`config.mk`:
```
export PLATFORM = sky130hd
export DESIGN_NAME = sys_cmd_ctrl
export DESIGN_NICKNAME = d
export VERILOG_FILES = /design/src/rtl/sys_pkg.sv /design/src/rtl/sys_cmd_ctrl.sv
export SDC_FILE = /design/constraint.sdc
export NUM_CORES = 1
export LEC_CHECK = 0
export ABC_AREA = 1
export BUFFER_PORTS_ARGS = -buffer_cell sky130_fd_sc_hd__buf_4
export CAP_MARGIN = 20
export CORE_MARGIN = 8
export CORE_UTILIZATION = 54
export CTS_CLUSTER_SIZE = 16
export DETAILED_ROUTE_END_ITERATION = 12
export PLACE_DENSITY = 0.8
export SYNTH_ARGS = -nofsm -noshare
export SYNTH_HDL_FRONTEND = slang
export SYNTH_SLANG_ARGS = --single-unit
```
`constraint.sdc`:
```
create_clock -name CLK -period 2.1 [get_ports CLK]
set_clock_uncertainty 0.1 [all_clocks]
set_input_delay 0.105 -clock CLK [delete_from_list [all_inputs] [get_ports CLK]]
set_output_delay 0.105 -clock CLK [all_outputs]
set_load 0.005 [all_outputs]
```
`src/rtl/sys_pkg.sv`:
```
// Shared definitions for the system command controller: command opcodes,
// fixed ALU operand addresses and the controller FSM state encoding.
package sys_pkg;

  localparam logic [7:0] CmdRegWr   = 8'hAA;
  localparam logic [7:0] CmdRegRd   = 8'hBB;
  localparam logic [7:0] CmdAluOp   = 8'hCC;
  localparam logic [7:0] CmdAluNoOp = 8'hDD;

  localparam int unsigned OpAAddr = 0;
  localparam int unsigned OpBAddr = 1;

  typedef enum logic [3:0] {
    StIdle,
    StWrAddr,
    StWrData,
    StRdAddr,
    StRdWait,
    StRdSend,
    StOpA,
    StOpB,
    StFun,
    StAluWait,
    StSendLo,
    StSendHi
  } sys_state_e;

endpackage

```
`src/rtl/sys_cmd_ctrl.sv`:
```
// UART command controller: decodes RX frames into register-file and ALU
// operations and serializes read data / ALU results into the TX FIFO.
module sys_cmd_ctrl
  import sys_pkg::*;
#(
  parameter int unsigned DATA_WIDTH = 8,
  parameter int unsigned ADDR_WIDTH = 4,
  parameter int unsigned FUN_WIDTH  = 4
) (
  input  logic                    CLK,
  input  logic                    RST,
  input  logic [DATA_WIDTH-1:0]   RX_P_DATA,
  input  logic                    RX_D_VLD,
  input  logic [2*DATA_WIDTH-1:0] ALU_OUT,
  input  logic                    ALU_OUT_VLD,
  input  logic [DATA_WIDTH-1:0]   RdData,
  input  logic                    RdData_VLD,
  input  logic                    FIFO_FULL,
  output logic                    ALU_EN,
  output logic [FUN_WIDTH-1:0]    ALU_FUN,
  output logic                    CLK_EN,
  output logic [ADDR_WIDTH-1:0]   Address,
  output logic                    WrEn,
  output logic                    RdEn,
  output logic [DATA_WIDTH-1:0]   WrData,
  output logic [DATA_WIDTH-1:0]   TX_P_DATA,
  output logic                    TX_D_VLD
);

  sys_state_e state_q, state_d;

  logic                    alu_en_q,    alu_en_d;
  logic [FUN_WIDTH-1:0]    alu_fun_q,   alu_fun_d;
  logic                    clk_en_q,    clk_en_d;
  logic [ADDR_WIDTH-1:0]   addr_q,      addr_d;
  logic                    wr_en_q,     wr_en_d;
  logic                    rd_en_q,     rd_en_d;
  logic [DATA_WIDTH-1:0]   wr_data_q,   wr_data_d;
  logic [DATA_WIDTH-1:0]   tx_data_q,   tx_data_d;
  logic                    tx_vld_q,    tx_vld_d;
  logic [DATA_WIDTH-1:0]   rd_byte_q,   rd_byte_d;
  logic [2*DATA_WIDTH-1:0] alu_res_q,   alu_res_d;

  always_ff @(posedge CLK or negedge RST) begin
    if (!RST) begin
      state_q   <= StIdle;
      alu_en_q  <= 1'b0;
      alu_fun_q <= '0;
      clk_en_q  <= 1'b0;
      addr_q    <= '0;
      wr_en_q   <= 1'b0;
      rd_en_q   <= 1'b0;
      wr_data_q <= '0;
      tx_data_q <= '0;
      tx_vld_q  <= 1'b0;
      rd_byte_q <= '0;
      alu_res_q <= '0;
    end else begin
      state_q   <= state_d;
      alu_en_q  <= alu_en_d;
      alu_fun_q <= alu_fun_d;
      clk_en_q  <= clk_en_d;
      addr_q    <= addr_d;
      wr_en_q   <= wr_en_d;
      rd_en_q   <= rd_en_d;
      wr_data_q <= wr_data_d;
      tx_data_q <= tx_data_d;
      tx_vld_q  <= tx_vld_d;
      rd_byte_q <= rd_byte_d;
      alu_res_q <= alu_res_d;
    end
  end

  always_comb begin
    state_d   = state_q;
    alu_en_d  = 1'b0;
    alu_fun_d = alu_fun_q;
    addr_d    = addr_q;
    wr_en_d   = 1'b0;
    rd_en_d   = 1'b0;
    wr_data_d = wr_data_q;
    tx_data_d = tx_data_q;
    tx_vld_d  = 1'b0;
    rd_byte_d = rd_byte_q;
    alu_res_d = alu_res_q;

    unique case (state_q)
      StIdle: begin
        if (RX_D_VLD) begin
          case (RX_P_DATA)
            DATA_WIDTH'(CmdRegWr):   state_d = StWrAddr;
            DATA_WIDTH'(CmdRegRd):   state_d = StRdAddr;
            DATA_WIDTH'(CmdAluOp):   state_d = StOpA;
            DATA_WIDTH'(CmdAluNoOp): state_d = StFun;
            default:                 state_d = StIdle;
          endcase
        end
      end
      StWrAddr: begin
        if (RX_D_VLD) begin
          addr_d  = RX_P_DATA[ADDR_WIDTH-1:0];
          state_d = StWrData;
        end
      end
      StWrData: begin
        if (RX_D_VLD) begin
          wr_en_d   = 1'b1;
          wr_data_d = RX_P_DATA;
          state_d   = StIdle;
        end
      end
      StRdAddr: begin
        if (RX_D_VLD) begin
          addr_d  = RX_P_DATA[ADDR_WIDTH-1:0];
          rd_en_d = 1'b1;
          state_d = StRdWait;
        end
      end
      StRdWait: begin
        // Push straight from the read return when possible so the TX byte
        // lands one cycle after RdData_VLD; otherwise park in StRdSend.
        if (RdData_VLD) begin
          rd_byte_d = RdData;
          if (!FIFO_FULL) begin
            tx_vld_d  = 1'b1;
            tx_data_d = RdData;
            state_d   = StIdle;
          end else begin
            state_d = StRdSend;
          end
        end
      end
      StRdSend: begin
        if (!FIFO_FULL) begin
          tx_vld_d  = 1'b1;
          tx_data_d = rd_byte_q;
          state_d   = StIdle;
        end
      end
      StOpA: begin
        if (RX_D_VLD) begin
          addr_d    = ADDR_WIDTH'(OpAAddr);
          wr_data_d = RX_P_DATA;
          wr_en_d   = 1'b1;
          state_d   = StOpB;
        end
      end
      StOpB: begin
        if (RX_D_VLD) begin
          addr_d    = ADDR_WIDTH'(OpBAddr);
          wr_data_d = RX_P_DATA;
          wr_en_d   = 1'b1;
          state_d   = StFun;
        end
      end
      StFun: begin
        if (RX_D_VLD) begin
          alu_fun_d = RX_P_DATA[FUN_WIDTH-1:0];
          alu_en_d  = 1'b1;
          state_d   = StAluWait;
        end
      end
      StAluWait: begin
        // Same early-push shortcut as reads: StSendLo is only visited when
        // the FIFO is full at the moment the result arrives.
        if (ALU_OUT_VLD) begin
          alu_res_d = ALU_OUT;
          if (!FIFO_FULL) begin
            tx_vld_d  = 1'b1;
            tx_data_d = ALU_OUT[DATA_WIDTH-1:0];
            state_d   = StSendHi;
          end else begin
            state_d = StSendLo;
          end
        end
      end
      StSendLo: begin
        if (!FIFO_FULL) begin
          tx_vld_d  = 1'b1;
          tx_data_d = alu_res_q[DATA_WIDTH-1:0];
          state_d   = StSendHi;
        end
      end
      StSendHi: begin
        if (!FIFO_FULL) begin
          tx_vld_d  = 1'b1;
          tx_data_d = alu_res_q[2*DATA_WIDTH-1:DATA_WIDTH];
          state_d   = StIdle;
        end
      end
      default: state_d = StIdle;
    endcase

    clk_en_d = (state_d == StFun) || (state_d == StAluWait);
  end

  assign ALU_EN    = alu_en_q;
  assign ALU_FUN   = alu_fun_q;
  assign CLK_EN    = clk_en_q;
  assign Address   = addr_q;
  assign WrEn      = wr_en_q;
  assign RdEn      = rd_en_q;
  assign WrData    = wr_data_q;
  assign TX_P_DATA = tx_data_q;
  assign TX_D_VLD  = tx_vld_q;

endmodule
```
==> results.tsv <==
metric	value	unit
final_common_cell	nand2_1	
r2r_start	state_q[2]	
crit_arrival	1.99	ns
layout_min_cycle_time	1.80	ns
fin_ws	0.296	ns
syn-cell-area	2870	µm²
dpl_cell_area	3430	µm²
first_pass_iters	4	
min_from	RdData_VLD	
most-common-layout-cells	nand2_1 (118), buf_4 (69), dfrtp_1 (57)	
seq_area_frac_synth	0.497	
wl_met1	3.11	mm
numPortBuffers	66	
post-place-ws	0.314	ns
worst_pin_slew	0.710	ns
hold_path_class	in2reg	
die-height	88.9	µm
cts_sinks	57	
row_count	26	
cpPeakStageDelay	0.45	ns
clkSlewWorstSetupHoldPaths	0.07	ns
startpoint	state_q[2]	
avgRoutedWirePerCell	14.9	µm
drive_gt1_frac	0.271	
antenna_found_initial	0	
syn-num-nets	391	
vias_per_cell	5.09	
maxCapViolCount	0	
stdcell_count	535	
top_layer_used	met4	
crit_chain	inv_1 > nand2_1 > nor2_2 > nand2_2 > nand3_2 > nand2_4 > inv_6 > nand2_1 > nand2_1	
dp.cells	486	
max-vdd-ir-drop	655	µV
gr-usage-all-layers	0.218	
coreArea	5110	µm²
area_growth	39.5	%
io_pins	67	
die-area	7900	µm²
path_max_fanout	22	
synth_seq_cells	57	
htree_levels	3	
route.detailed.drc	0	
reg2reg_slack	0.30	ns
rsz0062_at_grt	no	
whs	0.0458	ns
required	2.29	ns
clk_latency	0.34	ns
drt_wl_total	7.98	mm
grt-ovfl-total	0	
start_util	0.561	
cts_buffers	9	
yosys_warnings	0	
grt_max_degree	58	
wl_met2	4.14	mm
hold_viol	0	
relSlewSlack	0.526	
static-leakage-power	2.14	nW
cp-start-kind	flop	
fmax	554	MHz
tns	0	ns
place_congestion	0.883	
fin_crit_sh	0.859	
yosysUniqueCellTypes	27	
dr_wl_met3	585	µm
endpoint_kind	flop	
grt_pass1_vias	2744	
slowest_stage	dfrtp_1	
crit_type	reg2reg	
maxSlewViolCount	0	
drtAntennaViolNets	0	
cts_buffer_depth	2	
avgSynthCellArea	8.12	µm²
diodes	0	
status	finished clean	
drt_iter0_markers	240	
finalInstanceArea	4000	µm²
power	3.83	mW
cts-root-buf	clkbuf_8	
nFillCells	341	
final_util	0.783	
dp_hpwl	5.49	mm
cts_tree	yes	
grt_pass1_wl	13.0	mm
dr_total_vias	2721	
final_nets	498	
die_w	88.9	µm
p_per_area	957	nW/µm²
syn_inst	353	
setup_viol	0	
cpMostUsedCell	nand2_1	
## critical path: cells and delay by family (launching register included)
family	cells	cell delay, ns
AND/OR/NAND/NOR	7	0.98
flip-flops	1	0.45
buffers and inverters	2	0.22
## routing by layer
metal  up-vias  global-route usage
met5         -                   0
met3        12              0.0659
met4         0              0.0783
met1      1282               0.244
met2        96               0.381
li1       1331                   -
## cell families (layout without fill, tap and decap cells)
family,Yosys count,in the layout,synth area share
flops,57,57,0.497
simple gates,185,185,0.280
compound gates,55,55,0.110
mux,9,9,0.0419
buf+inv,47,159,0.0711
## cell usage after synthesis
library cell	n	area, µm²
nand2_1	118	443
dfrtp_1	57	1430
inv_1	35	131
o21ai_0	34	170
nor2_1	27	101
nand3_1	16	80.1
nand2_2	8	50.1
o21ai_1	8	40.0
o21ai_2	7	61.3
mux2_4	5	75.1
inv_2	4	15.0
mux2_2	4	45.0
nor3_1	4	20.0
nor2_2	3	18.8
nor2_4	3	33.8
a21oi_1	2	10.0
a21oi_2	2	17.5
buf_4	2	15.0
buf_6	2	22.5
clkbuf_1	2	7.51
nand2_4	2	22.5
nand3_2	2	20.0
nand4_1	2	12.5
clkinv_1	1	3.75
inv_6	1	8.76
o2111ai_1	1	8.76
o211ai_1	1	7.51
## repair_timing
item	CTS	global route
resized for setup	0	0
endpoints found under the hold margin	91	0
setup buffers	0	0
hold buffers	33	0
## power by group
part | internal, mW | switching [mW]
logic | 0.534 | 0.415
clock network | 0.814 | 0.450
registers | 1.42 | 0.198
total | 2.77 | 1.06
## sequential cells by signal (all words and copies together), names as in the netlist, 4 cells and up
name	flops
alu_res_q	16
state_q	4
WrData	8
Address	4
rd_byte_q	8
TX_P_DATA	8
ALU_FUN	4
## final cells by class
class / instances / area [µm²] / area share
Multi-Input combinational cell: 249 / 1240 / 0.309
Tap cell: 70 / 87.6 / 0.0219
Inverter: 41 / 159 / 0.0397
Clock buffer: 10 / 138 / 0.0344
Clock inverter: 6 / 105 / 0.0263
Sequential cell: 57 / 1430 / 0.356
Timing Repair Buffer: 102 / 848 / 0.212
## worst paths after layout
check | cells past startpoint | endpoint
max | 9 | TX_P_DATA[2]
min | 4 | state_q[2]
max reg2reg | 9 | TX_P_DATA[2]
min reg2reg | 2 | TX_P_DATA[3]
max in group asynchronous | 2 | alu_res_q[8]
min in group asynchronous | 2 | state_q[1]
Power figures use the tool's default switching activity.
